`src/rtl/mul_seq_if.sv`:
```
// mul_seq_if: request/response bundle between the multi-cycle core and the
// iterative multiplier.
//   Start        request a multiply (only looked at while the sequencer idles)
//   SrcA, SrcB   operands, needed only in the cycle Start is accepted
//   Result       low WIDTH bits of SrcA*SrcB, registered
//   Flags        {N,Z} of Result, registered
//   Busy         iteration in progress
//   Done         one-cycle pulse when Result/Flags have just been loaded
//   Stall        hold the issuing FSM in its execute state
// master = issuing side (core / bench), slave = mul_seq.
interface mul_seq_if #(
  parameter int WIDTH = 32
);
  logic             Start;
  logic [WIDTH-1:0] SrcA;
  logic [WIDTH-1:0] SrcB;
  logic [WIDTH-1:0] Result;
  logic [1:0]       Flags;
  logic             Busy;
  logic             Done;
  logic             Stall;

  modport master (
    output Start, SrcA, SrcB,
    input  Result, Flags, Busy, Done, Stall
  );

  modport slave (
    input  Start, SrcA, SrcB,
    output Result, Flags, Busy, Done, Stall
  );
endinterface

```
`src/rtl/mul_seq.sv`:
```
// mul_seq: iterative shift-add multiplier producing the low WIDTH bits of
// SrcA*SrcB, one multiplier bit per cycle.
//
// Ports:
//   clk        rising-edge clock
//   reset      asynchronous active-low reset
//   bus        mul_seq_if.slave (Start/SrcA/SrcB in; Result/Flags/Busy/Done/Stall out)
//   dbg_state  current FSM state (0=IDLE, 1=RUN, 2=DONE) for observation
//
// Handshake: a request is accepted on any rising edge where the sequencer is
// IDLE and Start=1; operands are captured on that edge and are don't-care
// afterwards. Stall is high combinationally from the request cycle until the
// last RUN cycle, so the issuer holds its state; Done is high for exactly the
// one cycle Stall drops, which is when Result/Flags are valid and new. Start
// seen outside IDLE is ignored, so the earliest follow-on request is the
// cycle after Done.
//
// Optional feature macro: MUL_EARLY_EXIT_EN. When defined, RUN also ends as
// soon as the remaining multiplier bits are all zero; results are unchanged,
// only latency shrinks. Undefined, every operation takes WIDTH RUN cycles.
module mul_seq #(
  parameter int WIDTH = 32
) (
  input  logic       clk,
  input  logic       reset,
  mul_seq_if.slave   bus,
  output logic [1:0] dbg_state
);

  localparam int CW = $clog2(WIDTH + 1);

  typedef enum logic [1:0] {
    S_IDLE = 2'd0,
    S_RUN  = 2'd1,
    S_DONE = 2'd2
  } state_t;

  state_t           state;
  state_t           state_next;

  logic [WIDTH-1:0] a_q;
  logic [WIDTH-1:0] b_q;
  logic [WIDTH-1:0] acc;
  logic [CW-1:0]    count;
  logic [WIDTH-1:0] result_q;
  logic [1:0]       flags_q;

  logic [WIDTH-1:0] acc_next;
  logic [WIDTH-1:0] b_shift;
  logic [CW-1:0]    count_next;
  logic             run_last;

  // One iteration: add the multiplicand when the current multiplier bit is set.
  assign acc_next   = b_q[0] ? (acc + a_q) : acc;
  assign b_shift    = b_q >> 1;
  assign count_next = count + CW'(1);

`ifdef MUL_EARLY_EXIT_EN
  // Once no set multiplier bits remain, further iterations cannot change acc.
  assign run_last = (count_next == CW'(WIDTH)) || (b_shift == '0);
`else
  assign run_last = (count_next == CW'(WIDTH));
`endif

  // State register.
  always_ff @(posedge clk or negedge reset) begin
    if (!reset) begin
      state <= S_IDLE;
    end else begin
      state <= state_next;
    end
  end

  // Next-state logic.
  always_comb begin
    state_next = state;
    case (state)
      S_IDLE:  if (bus.Start) state_next = S_RUN;
      S_RUN:   if (run_last)  state_next = S_DONE;
      S_DONE:  state_next = S_IDLE;
      default: state_next = S_IDLE;
    endcase
  end

  // Datapath: operand capture, iteration, and result/flag load.
  always_ff @(posedge clk or negedge reset) begin
    if (!reset) begin
      a_q      <= '0;
      b_q      <= '0;
      acc      <= '0;
      count    <= '0;
      result_q <= '0;
      flags_q  <= 2'b00;
    end else begin
      case (state)
        S_IDLE: begin
          if (bus.Start) begin
            a_q   <= bus.SrcA;
            b_q   <= bus.SrcB;
            acc   <= '0;
            count <= '0;
          end
        end
        S_RUN: begin
          acc   <= acc_next;
          a_q   <= a_q << 1;
          b_q   <= b_shift;
          count <= count_next;
          if (run_last) begin
            result_q <= acc_next;
            flags_q  <= {acc_next[WIDTH-1], (acc_next == '0)};
          end
        end
        default: ;
      endcase
    end
  end

  // Busy/Done are decodes of the registered state, so they are glitch-free
  // and clear together with the state on reset.
  assign bus.Result = result_q;
  assign bus.Flags  = flags_q;
  assign bus.Busy   = (state == S_RUN);
  assign bus.Done   = (state == S_DONE);
  assign bus.Stall  = ((state == S_IDLE) && bus.Start) || (state == S_RUN);
  assign dbg_state  = state;

endmodule
```
`src/flat_wrapper.sv`:
```
// flat-port wrapper written by rule: the top's interface ports become plain ports
module mul_seq_flat 
#(
  parameter int WIDTH = 32
)
  (clk, reset, dbg_state, bus_Start, bus_SrcA, bus_SrcB, bus_Result, bus_Flags, bus_Busy, bus_Done, bus_Stall);
  mul_seq_if #(.WIDTH(WIDTH)) bus_i ();
  input  logic clk;
  input  logic reset;
  output logic [1:0] dbg_state;
  input wire logic [$bits(bus_i.Start)-1:0] bus_Start;
  input wire logic [$bits(bus_i.SrcA)-1:0] bus_SrcA;
  input wire logic [$bits(bus_i.SrcB)-1:0] bus_SrcB;
  output wire logic [$bits(bus_i.Result)-1:0] bus_Result;
  output wire logic [$bits(bus_i.Flags)-1:0] bus_Flags;
  output wire logic [$bits(bus_i.Busy)-1:0] bus_Busy;
  output wire logic [$bits(bus_i.Done)-1:0] bus_Done;
  output wire logic [$bits(bus_i.Stall)-1:0] bus_Stall;
  assign bus_i.Start = bus_Start;
  assign bus_i.SrcA = bus_SrcA;
  assign bus_i.SrcB = bus_SrcB;
  assign bus_Result = bus_i.Result;
  assign bus_Flags = bus_i.Flags;
  assign bus_Busy = bus_i.Busy;
  assign bus_Done = bus_i.Done;
  assign bus_Stall = bus_i.Stall;
  mul_seq #(.WIDTH(WIDTH)) u_core (.clk(clk), .reset(reset), .bus(bus_i), .dbg_state(dbg_state));
endmodule
```
`config.mk`:
```
export PLATFORM = sky130hd
export DESIGN_NAME = mul_seq_flat
export DESIGN_NICKNAME = d
export VERILOG_FILES = /design/src/rtl/mul_seq_if.sv /design/src/rtl/mul_seq.sv /design/src/flat_wrapper.sv
export SDC_FILE = /design/constraint.sdc
export NUM_CORES = 1
export LEC_CHECK = 0
export ABC_CLOCK_PERIOD_IN_PS = 4610
export CAP_MARGIN = 40
export CORE_ASPECT_RATIO = 2
export CORE_UTILIZATION = 55
export CTS_BUF_LIST = sky130_fd_sc_hd__clkbuf_8
export CTS_CLUSTER_DIAMETER = 150
export DETAILED_ROUTE_END_ITERATION = 10
export PLACE_DENSITY_LB_ADDON = 0.08
export RECOVER_POWER = 25
export SETUP_SLACK_MARGIN = 0.1
export SYNTH_ARGS = -nofsm -noshare
export SYNTH_HDL_FRONTEND = slang
export SYNTH_SLANG_ARGS = --single-unit
```
`constraint.sdc`:
```
create_clock -name clk -period 4.61 [get_ports clk]
set_input_delay 1.1525 -clock clk [delete_from_list [all_inputs] [get_ports clk]]
set_output_delay 1.1525 -clock clk [all_outputs]
set_load 0.02 [all_outputs]
```
# Word level (Yosys, flattened, before mapping)
# Index checks and enable logic that the tools add are counted.
# classes
add_sub_neg,2
mul,0
n_div,0
n_lt_le_gt_ge,0
n_eq_ne,5
shift,0
muxes,12
n_bitwise,0
reduce_logical,8
# ops
cell,count
$pmux W32 S2,3
$mux W32,4
$add A32 B32 Y32,1
$logic_not A32 Y1,1
$pmux W6 S2,1
$add A6 B1 Y6 const B,1
$eq A6 B6 Y1 const B,1
$mux W6,1
$reduce_and A2 Y1,3
$mux W2,2
$pmux W2 S2,1
$eq A2 B1 Y1 const B,1
$eq A2 B2 Y1 const B,1
$logic_not A2 Y1,1
$ne A2 B1 Y1 const B,1
$ne A2 B2 Y1 const B,1
$reduce_bool A2 Y1,1
$logic_and A1 B1 Y1,1
$logic_or A1 B1 Y1,1
# totals
ff_bits,138
latchBits,0
ram_bits,0
mem_bits_ro,0
inputBits,67
word_cells,34
mem_count,0

# Longest topological paths before layout
# Gate-level depths: netlist of run 1.
# logic_depth
ltp_word,4
depth_mapped,11
mapped_depth_nobuf,11

# Worst setup path after synthesis of run 1
# No wires, ideal clock.
# synth_timing
path_kind,register to register
start,register u_core.acc[0]
end,"register u_core.flags_q[0], in the netlist u_core.bus.Flags[0]"
setup_ns,0.092
arrival_time_ns,3.111
slack_ns,1.407
path_stages_with_launch,12
synth_period_minus_slack_ns,3.203
path_cell_list,dfrtp_1 ha_1 fa_1 a211oi_2 o211ai_2 a31oi_4 xnor2_1 mux2_4 a2111oi_4 nand4b_1 or4_1 o31ai_2
# synth_between
elab_chain_cells,3
# synth_lines
item,line_no,source
from (decl),mul_seq.sv:43,logic [WIDTH-1:0] acc;
from (signal assigned),mul_seq.sv:105,acc <= acc_next;
$add A32 B32 Y32,mul_seq.sv:54,assign acc_next = b_q[0] ? (acc + a_q) : acc;
$mux W32 (*),mul_seq.sv:54,
$logic_not A32 Y1 (*),mul_seq.sv:111,"flags_q <= {acc_next[WIDTH-1], (acc_next == '0)};"
to (signal assigned),mul_seq.sv:111,
to (decl),mul_seq.sv:46,logic [1:0] flags_q;
# Mark *: on every way between the ends. The rest lies on a longest branch, timed or not.
# A chain may end at the register's enable or synchronous reset.

# Worst setup path after layout of run 1
# layout_timing
start,input port bus_Start
end,output port bus_Stall
# layout_between
elab_chain_cells,2
# layout_lines
item,line_no,source
from (decl),flat_wrapper.sv:11,input wire logic [$bits(bus_i.Start)-1:0] bus_Start;
$logic_and A1 B1 Y1,mul_seq.sv:125,assign bus.Stall = ((state == S_IDLE) && bus.Start) || (state == S_RUN);
$logic_or A1 B1 Y1,mul_seq.sv:125,
to (decl),flat_wrapper.sv:18,output wire logic [$bits(bus_i.Stall)-1:0] bus_Stall;
# Every way passes these cells.

==> results of run 1 <==
final cells by class:
class | count | share of cell area, %
tap | 189 | 2.488
sequential | 137 | 36.08
timing repair buffer | 118 | 12.08
inverter | 14 | 0.5660
clock inverter | 14 | 1.316
multi-input combinational | 740 | 44.86
clock buffer | 18 | 2.606
worst max path at each step:
| stage | startpoint | end | slack, ns | cells after the start |
|---|---|---|---|---|
| floorplan | u_core.acc[0] | u_core.bus.Flags[0] | 1.41 | 11 |
| global placement | bus_Start | bus_Stall | 0.73 | 5 |
| detailed placement | bus_Start | bus_Stall | 0.73 | 5 |
| CTS | bus_Start | bus_Stall | 0.73 | 5 |
| global route | bus_Start | bus_Stall | 0.66 | 5 |
| finish | bus_Start | bus_Stall | 0.73 | 5 |
placed cells by master, fill, tap and decap left out, types with 9 or more instances in the layout:
cell | Yosys | final
sky130_fd_sc_hd__o21ai_0 | 67 | 67
sky130_fd_sc_hd__mux2i_1 | 16 | 16
sky130_fd_sc_hd__a21oi_1 | 51 | 51
sky130_fd_sc_hd__dfrtp_1 | 137 | 136
sky130_fd_sc_hd__ha_1 | 32 | 32
sky130_fd_sc_hd__nand4_1 | 15 | 15
sky130_fd_sc_hd__nand2_1 | 217 | 217
sky130_fd_sc_hd__nor2_1 | 96 | 96
sky130_fd_sc_hd__clkbuf_8 | 0 | 18
sky130_fd_sc_hd__nor2b_1 | 11 | 11
sky130_fd_sc_hd__buf_4 | 1 | 10
sky130_fd_sc_hd__xnor2_1 | 12 | 12
sky130_fd_sc_hd__o22ai_1 | 9 | 9
sky130_fd_sc_hd__nand3_1 | 14 | 14
sky130_fd_sc_hd__inv_1 | 12 | 14
sky130_fd_sc_hd__clkdlybuf4s50_1 | 0 | 104
sky130_fd_sc_hd__a31oi_1 | 64 | 64
sky130_fd_sc_hd__nor3_1 | 11 | 11
cells by family (layout without fill, tap and decap cells):
group,Yosys count,count (layout),synth area share (%)
multiplexers,19,19,2.479
AO/OA/AOI/OAI,272,272,22.42
flip-flops,137,137,42.99
adder cells (fa/ha/maj),33,33,5.271
AND/OR/NAND/NOR,397,397,21.18
XOR/XNOR,19,19,2.087
buffers and inverters,73,164,3.577
worst register-to-register path, cell delays in order, from the launching register on:
cell and delay, ns:
sky130_fd_sc_hd__dfrtp_1 0.42, sky130_fd_sc_hd__ha_1 0.26, sky130_fd_sc_hd__fa_1 0.46, sky130_fd_sc_hd__a211oi_2 0.40, sky130_fd_sc_hd__o211ai_2 0.17, sky130_fd_sc_hd__a31oi_4 0.28
sky130_fd_sc_hd__xnor2_1 0.11, sky130_fd_sc_hd__mux2_4 0.28, sky130_fd_sc_hd__a2111oi_4 0.38, sky130_fd_sc_hd__nand4b_1 0.17, sky130_fd_sc_hd__or4_1 0.52, sky130_fd_sc_hd__o31ai_2 0.18
state kept, by name (all words and copies together) (netlist names):
name	cells
u_core.a_q	32
u_core.acc	32
u_core.b_q	32
u_core.bus.Result	32
u_core.count	6
u_core.dbg_state	2
u_core.bus.Flags	1
power by group through the flow:
| stage | registers (W) | logic [W] | clock network (W) |
|---|---|---|---|
| final | 0.00214 | 0.00407 | 0.000957 |
| after CTS | 0.00214 | 0.00404 | 0.000976 |
| after detailed placement | 0.00215 | 0.00404 | 0 |
| after floorplan | 0.00211 | 0.00291 | 0 |
| after global placement | 0.00214 | 0.00394 | 0 |
| after global routing | 0.00221 | 0.00451 | 0.00101 |
layer usage:
metal	GRT usage [%]	vias up	routed length (um)
li1	-	3543	-
met2	50.60	232	10420
met1	33.47	3447	8065
met5	0	-	0
met4	18.39	0	1105
met3	4.869	71	948
stage by stage:
step / utilization [%] / area [um2]
final: 67.69 / 9505
after global routing: 67.69 / 9505
after CTS: 68.02 / 9552
after detailed placement: 65.36 / 9179
after global placement: 65.02 / 9131
after floorplan: - / 7975
==> impl_metrics.xml, run 1 <==
<?xml version="1.0" encoding="UTF-8"?>
<metrics>
  <group name="run_status">
    <metric name="status" unit="">finished, violations left</metric>
    <metric name="violations" unit="">max-capacitance violations, max-slew violations</metric>
  </group>
  <group name="placed_design">
    <metric name="placement.setup.worst_slack" unit="ns">0.7347</metric>
    <metric name="gpl.final_weighted_congestion" unit="">0.9224</metric>
    <metric name="io_buffers" unit="">105</metric>
    <metric name="placed_cells_incl_taps" unit="">1198</metric>
    <metric name="detailed_place_hpwl" unit="mm">14.66</metric>
  </group>
  <group name="grt">
    <metric name="first_global_vias" unit="">7143</metric>
    <metric name="grt_start_max_net_pins" unit="">94</metric>
    <metric name="grt_first_pass_wirelength" unit="mm">33.94</metric>
    <metric name="grt_remaining_overflow" unit="">0</metric>
    <metric name="number_of_antenna_violations_at_the_first_check_in_global_routing" unit="">0</metric>
    <metric name="gr-usage-all-layers" unit="%">29.41</metric>
  </group>
  <group name="yosys">
    <metric name="synthesis.area" unit="um2">7975</metric>
    <metric name="sequential_element_share_of_the_synthesized_area" unit="%">42.99</metric>
    <metric name="synthesis.nets" unit="">1050</metric>
    <metric name="synthesis.area_per_instance" unit="um2">8.395</metric>
    <metric name="yosys.cell_count.top_type" unit="">sky130_fd_sc_hd__nand2_1</metric>
    <metric name="syn-instance-count" unit="">950</metric>
    <metric name="synth_top_cells_by_area" unit="">sky130_fd_sc_hd__dfrtp_1, sky130_fd_sc_hd__nand2_1, sky130_fd_sc_hd__a31oi_1</metric>
    <metric name="synth_cell_types" unit="">67</metric>
    <metric name="synthTopCellsByCount" unit="">sky130_fd_sc_hd__nand2_1, sky130_fd_sc_hd__dfrtp_1, sky130_fd_sc_hd__nor2_1, sky130_fd_sc_hd__o21ai_0, sky130_fd_sc_hd__a31oi_1</metric>
    <metric name="ys_async_sr_fraction" unit="%">100.0</metric>
    <metric name="edff_count_synth" unit="">0</metric>
    <metric name="synth.ff_latch_count" unit="">137</metric>
    <metric name="yosys.area.top_type_share" unit="%">42.99</metric>
    <metric name="synth-warning-count" unit="">0</metric>
    <metric name="yosys_top_cell_by_area" unit="">sky130_fd_sc_hd__dfrtp_1</metric>
    <metric name="synth_flop_cell" unit="">sky130_fd_sc_hd__dfrtp_1</metric>
  </group>
  <group name="cells_and_area">
    <metric name="num-fill-cells" unit="">1265</metric>
    <metric name="nets" unit="">1128</metric>
    <metric name="drive_gt1_share" unit="%">6.148</metric>
    <metric name="finalNonFillerCells" unit="">1230</metric>
    <metric name="n_antenna_cell" unit="">0</metric>
    <metric name="multi_input_comb_area" unit="um2">4264</metric>
    <metric name="areaGrowthSynthToFinish" unit="%">19.19</metric>
    <metric name="final-seq-area" unit="um2">3430</metric>
  </group>
  <group name="clock_network">
    <metric name="clk_pin_slew_worst_paths" unit="ns">0.08</metric>
    <metric name="cts.path.max_buffers" unit="">2</metric>
    <metric name="cts-resized-gates" unit="">0</metric>
    <metric name="cts_setup_buffers" unit="">0</metric>
    <metric name="cell_at_the_root_of_the_clock_tree" unit="">sky130_fd_sc_hd__clkbuf_8</metric>
    <metric name="tritoncts" unit="">yes</metric>
    <metric name="clkLatencyLatePin" unit="ns">0.47</metric>
    <metric name="cts_made_buffers" unit="">17</metric>
    <metric name="htree_num_levels" unit="">4</metric>
    <metric name="tritoncts_num_sinks" unit="">137</metric>
    <metric name="holdBufCountCts" unit="">0</metric>
  </group>
  <group name="drt">
    <metric name="detail_route.first_pass.iterations" unit="">5</metric>
    <metric name="viasPerCell" unit="">5.929</metric>
    <metric name="post_drt_wl_per_cell" unit="um">16.70</metric>
    <metric name="dr.first_iter.drc_count" unit="">478</metric>
    <metric name="postRouteWirelength" unit="mm">20.54</metric>
    <metric name="num_vias" unit="">7293</metric>
    <metric name="antenna_violating_nets_post_route" unit="">0</metric>
    <metric name="detail_route.drc_violations" unit="">0</metric>
  </group>
  <group name="power">
    <metric name="power.share.sequential" unit="%">29.9</metric>
    <metric name="ir_drop" unit="mV">0.2997</metric>
    <metric name="post-layout-total-power" unit="W">0.007167</metric>
    <metric name="power.switching_fraction" unit="%">47.02</metric>
    <metric name="leakagePower" unit="nW">4.168</metric>
    <metric name="p_switching" unit="W">0.003370</metric>
    <metric name="power_density_normalized_to_cell_area" unit="nW/um2">754.0</metric>
    <metric name="power.internal" unit="W">0.003797</metric>
    <metric name="clock_power_share" unit="%">13.4</metric>
    <metric name="power.share.combinational" unit="%">56.8</metric>
  </group>
  <group name="floorplanning">
    <metric name="horiz_die_dim" unit="um">87.15</metric>
    <metric name="initial_utilization" unit="%">56.79</metric>
    <metric name="io_pins" unit="">106</metric>
    <metric name="design.die.area" unit="um2">15010</metric>
    <metric name="floorplan.die.height" unit="um">172.3</metric>
    <metric name="fp-row-count" unit="">61</metric>
    <metric name="fp.coreArea" unit="um2">14040</metric>
  </group>
  <group name="sta">
    <metric name="pins_over_slew_limit" unit="">139</metric>
    <metric name="fin_crit" unit="ns">3.877</metric>
    <metric name="rsz0062_at_grt" unit="">no</metric>
    <metric name="whs" unit="ns">0.4745</metric>
    <metric name="post-route-worst-setup-slack" unit="ns">0.7327</metric>
    <metric name="final_tns_setup" unit="ns">0</metric>
    <metric name="clock.fmax" unit="GHz">0.2579</metric>
    <metric name="fin_worst_skew" unit="ns">0.01515</metric>
    <metric name="worst_slew_pin_slew" unit="ns">2.267</metric>
    <metric name="fin_crit_sh" unit="%">84.11</metric>
    <metric name="worst_slew_margin_rel" unit="%">-51.14</metric>
    <metric name="report.final.setup_viol" unit="">0</metric>
    <metric name="final_hold_viol_count" unit="">0</metric>
  </group>
  <group name="critical_path">
    <metric name="slowest_delay" unit="ns">0.59</metric>
    <metric name="timing.critical_path.to_type" unit="">primary output</metric>
    <metric name="timing.critical_path.arrival" unit="ns">2.72</metric>
    <metric name="most_frequent_cp_cell" unit="">sky130_fd_sc_hd__clkdlybuf4s50_1</metric>
    <metric name="critical-path-top-delay-family" unit="">buffers and inverters</metric>
    <metric name="setup.reg_to_reg.worst_slack" unit="ns">0.89</metric>
    <metric name="ordered_cell_list_for_the_critical_path" unit="">clkdlybuf4s50_1, nor2_1, or2_2, clkinv_2, clkdlybuf4s50_1</metric>
    <metric name="setup.worst_path.start_class" unit="">primary input</metric>
    <metric name="crit-reg2reg-capture" unit="">u_core.bus.Flags[0]</metric>
    <metric name="r2r.worst_path.cells" unit="">11</metric>
    <metric name="worst_r2r_startpoint" unit="">u_core.acc[0]</metric>
    <metric name="cp_max_fo" unit="">6</metric>
    <metric name="critical_path_class" unit="">primary input to primary output</metric>
    <metric name="timing.critical_path.slowest_stage_cell" unit="">sky130_fd_sc_hd__clkdlybuf4s50_1</metric>
    <metric name="cp_num_buf_inv" unit="">3</metric>
    <metric name="crit_required" unit="ns">3.46</metric>
  </group>
  <group name="flow_run">
    <metric name="max-cap-violations" unit="">2</metric>
  </group>
  <group name="min_path">
    <metric name="worstHoldPathType" unit="">flip-flop to flip-flop</metric>
    <metric name="hold_depth" unit="">2</metric>
    <metric name="worst_hold_path.endpoint" unit="">u_core.bus.Result[27]</metric>
    <metric name="worst_min_path_start" unit="">u_core.bus.Result[27]</metric>
  </group>
</metrics>
Note: power is estimated with default switching activity, not from simulation.
==> run 2: changes to the inputs <==
Settings changed: ABC_CLOCK_PERIOD_IN_PS 4610 to 3300, CORE_UTILIZATION 55 to 52.
Clock period 4.61 ns to 3.3 ns, I/O delays scaled along.
==> impl_metrics.xml, run 2 (synthesized netlist as in run 1, its figures left out) <==
<?xml version="1.0" encoding="UTF-8"?>
<metrics>
  <group name="cells_and_area">
    <metric name="areaGrowthSynthToFinish" unit="%">27.45</metric>
    <metric name="layout_common_cells" unit="">sky130_fd_sc_hd__nand2_1, sky130_fd_sc_hd__dfrtp_1, sky130_fd_sc_hd__clkdlybuf4s50_1, sky130_fd_sc_hd__nor2_1, sky130_fd_sc_hd__buf_4</metric>
    <metric name="n_antenna_cell" unit="">0</metric>
    <metric name="finalInstanceArea" unit="um2">10160</metric>
    <metric name="drive_gt1_share" unit="%">12.96</metric>
    <metric name="layout_commonest_cell" unit="">sky130_fd_sc_hd__nand2_1</metric>
    <metric name="nets" unit="">1191</metric>
  </group>
  <group name="drt">
    <metric name="detail_route.drc_violations" unit="">0</metric>
    <metric name="antenna_violating_nets_post_route" unit="">0</metric>
    <metric name="num_vias" unit="">7551</metric>
    <metric name="dr.first_iter.drc_count" unit="">372</metric>
    <metric name="viasPerCell" unit="">5.817</metric>
    <metric name="detail_route.first_pass.iterations" unit="">7</metric>
    <metric name="postRouteWirelength" unit="mm">21.99</metric>
    <metric name="post_drt_wl_per_cell" unit="um">16.94</metric>
  </group>
  <group name="sta">
    <metric name="rsz0062_at_grt" unit="">yes</metric>
    <metric name="final_hold_viol_count" unit="">0</metric>
    <metric name="report.final.setup_viol" unit="">1</metric>
    <metric name="fin_crit_sh" unit="%">101.8</metric>
    <metric name="fin_worst_skew" unit="ns">0.01511</metric>
    <metric name="clock.fmax" unit="GHz">0.2976</metric>
    <metric name="worst_slew_margin_rel" unit="%">-12.55</metric>
    <metric name="worst_slew_pin_slew" unit="ns">1.688</metric>
    <metric name="pins_over_slew_limit" unit="">69</metric>
    <metric name="fin_crit" unit="ns">3.360</metric>
    <metric name="post-route-worst-setup-slack" unit="ns">-0.05986</metric>
  </group>
  <group name="grt">
    <metric name="first_global_vias" unit="">7471</metric>
    <metric name="grt_start_max_net_pins" unit="">127</metric>
    <metric name="number_of_antenna_violations_at_the_first_check_in_global_routing" unit="">0</metric>
    <metric name="grt_remaining_overflow" unit="">0</metric>
    <metric name="grt_first_pass_wirelength" unit="mm">35.40</metric>
    <metric name="gr-usage-all-layers" unit="%">29.26</metric>
  </group>
  <group name="clock_network">
    <metric name="htree_num_levels" unit="">4</metric>
    <metric name="clkLatencyLatePin" unit="ns">0.47</metric>
    <metric name="tritoncts" unit="">yes</metric>
    <metric name="clk_pin_slew_worst_paths" unit="ns">0.09</metric>
    <metric name="cts.path.max_buffers" unit="">2</metric>
    <metric name="cell_at_the_root_of_the_clock_tree" unit="">sky130_fd_sc_hd__clkbuf_8</metric>
    <metric name="cts_made_buffers" unit="">17</metric>
    <metric name="holdBufCountCts" unit="">0</metric>
    <metric name="tritoncts_num_sinks" unit="">137</metric>
  </group>
  <group name="placed_design">
    <metric name="io_buffers" unit="">105</metric>
    <metric name="detailed_place_hpwl" unit="mm">15.55</metric>
    <metric name="detailed_place.area" unit="um2">9614</metric>
    <metric name="gpl.final_weighted_congestion" unit="">0.9347</metric>
  </group>
  <group name="min_path">
    <metric name="worstHoldPathType" unit="">flip-flop to flip-flop</metric>
  </group>
  <group name="critical_path">
    <metric name="timing.critical_path.to_type" unit="">flip-flop</metric>
    <metric name="crit_required" unit="ns">3.67</metric>
    <metric name="cp_max_fo" unit="">6</metric>
    <metric name="slowest_delay" unit="ns">0.44</metric>
    <metric name="timing.critical_path.arrival" unit="ns">3.73</metric>
    <metric name="ordered_cell_list_for_the_critical_path" unit="">ha_4, o211ai_1, o21a_2, o31a_4, xnor2_1, a211o_1, a2111oi_4, nand4b_1, or4_4, o31ai_2</metric>
    <metric name="timing.critical_path.slowest_stage_cell" unit="">sky130_fd_sc_hd__or4_4</metric>
    <metric name="setup.worst_path.start_class" unit="">flip-flop</metric>
    <metric name="critical_path_class" unit="">flip-flop to flip-flop</metric>
    <metric name="critical-path-top-delay-family" unit="">compound AO/OA/AOI/OAI gates</metric>
    <metric name="cp_num_buf_inv" unit="">0</metric>
  </group>
  <group name="floorplanning">
    <metric name="fp-row-count" unit="">63</metric>
    <metric name="horiz_die_dim" unit="um">89.57</metric>
    <metric name="fp.coreArea" unit="um2">14900</metric>
    <metric name="floorplan.die.height" unit="um">177.1</metric>
    <metric name="io_pins" unit="">106</metric>
    <metric name="initial_utilization" unit="%">53.53</metric>
    <metric name="design.die.area" unit="um2">15870</metric>
  </group>
  <group name="power">
    <metric name="post-layout-total-power" unit="W">0.01120</metric>
    <metric name="ir_drop" unit="mV">0.6364</metric>
    <metric name="power_density_normalized_to_cell_area" unit="nW/um2">1102</metric>
    <metric name="leakagePower" unit="nW">4.535</metric>
  </group>
  <group name="flow_run">
    <metric name="max-cap-violations" unit="">1</metric>
  </group>
  <group name="run_status">
    <metric name="status" unit="">finished, violations left</metric>
    <metric name="violations" unit="">max-capacitance violations, max-slew violations, negative setup slack</metric>
  </group>
</metrics>
[run 2: changes by cell type in the layout (fill, tap and decap cells not counted), moves of 3 or more]
| cell | delta |
|---|---|
| sky130_fd_sc_hd__ha_1 | -3 |
| sky130_fd_sc_hd__inv_6 | -3 |
| sky130_fd_sc_hd__clkbuf_8 | +3 |
| sky130_fd_sc_hd__buf_4 | +60 |
[run 2: final cells by class]
class                   count  area, um2
flip-flops and latches    137       3430
inverters                  14      53.80
clock inverters            10      141.4
fillers                  1286       4733
repair buffers            181       1637
clock buffers              21      289.0
multi-input cells         740       4370
well taps                 195      244.0
[run 2: path summary, 6_finish.rpt]
check | from | to | slack (ns) | cells past startpoint
setup reg to reg | u_core.acc[2] | u_core.bus.Flags[0] | -0.06 | 10
hold / removal | u_core.bus.Result[15] | u_core.bus.Result[15] | 0.48 | 2
min in group asynchronous | reset | u_core.acc[8] | 0.79 | 1
max in group asynchronous | reset | u_core.a_q[0] | 0.72 | 2
setup / recovery | u_core.acc[2] | u_core.bus.Flags[0] | -0.06 | 10
hold reg to reg | u_core.bus.Result[15] | u_core.bus.Result[15] | 0.48 | 2
[run 2: routing by layer]
layer,up-vias,global-route usage (%),wire length (um)
met1,3613,33.04,8622
met2,214,50.41,11570
li1,3667,-,-
met5,-,0,0
met4,0,14.81,813
met3,57,6.250,977
[run 2: metrics by stage]
step | std cells | hold slack (ns) | utilization [%] | TNS, ns | worst slack [ns]
2_1_floorplan | 950 | 0.4676 | - | 0 | 0.1225
3_3_place_gp | 1261 | 0.4563 | 64.50 | -0.07361 | -0.07361
5_1_grt | 1298 | 0.5108 | 68.23 | -0.1801 | -0.1801
6_report | 1298 | 0.4755 | 68.23 | -0.05986 | -0.05986
4_1_cts | 1296 | 0.3600 | 68.01 | -0.04964 | -0.04964
3_5_place_dp | 1262 | 0.4655 | 64.53 | -0.1102 | -0.1102
[run 2: worst register-to-register path, cell delays in order, from the launching register on]
cell and delay, ns:
sky130_fd_sc_hd__dfrtp_1 0.42, sky130_fd_sc_hd__ha_4 0.31, sky130_fd_sc_hd__o211ai_1 0.15, sky130_fd_sc_hd__o21a_2 0.28, sky130_fd_sc_hd__o31a_4 0.37, sky130_fd_sc_hd__xnor2_1 0.16, sky130_fd_sc_hd__a211o_1 0.35, sky130_fd_sc_hd__a2111oi_4 0.40
sky130_fd_sc_hd__nand4b_1 0.16, sky130_fd_sc_hd__or4_4 0.44, sky130_fd_sc_hd__o31ai_2 0.22
[run 2: where the power goes]
part | internal [W] | switching, W | leakage (nW)
registers | 0.00239 | 0.000569 | 1.75
clock network | 0.000826 | 0.000678 | 0.214
logic | 0.00301 | 0.00373 | 2.58
total | 0.00622 | 0.00498 | 4.54
[run 2: what timing repair did]
item	in CTS	in global routing
endpoints found under the setup margin	1	1
pin swaps	9	15
cloned	0	0
setup buffers	3	2
gates resized for setup	9	9
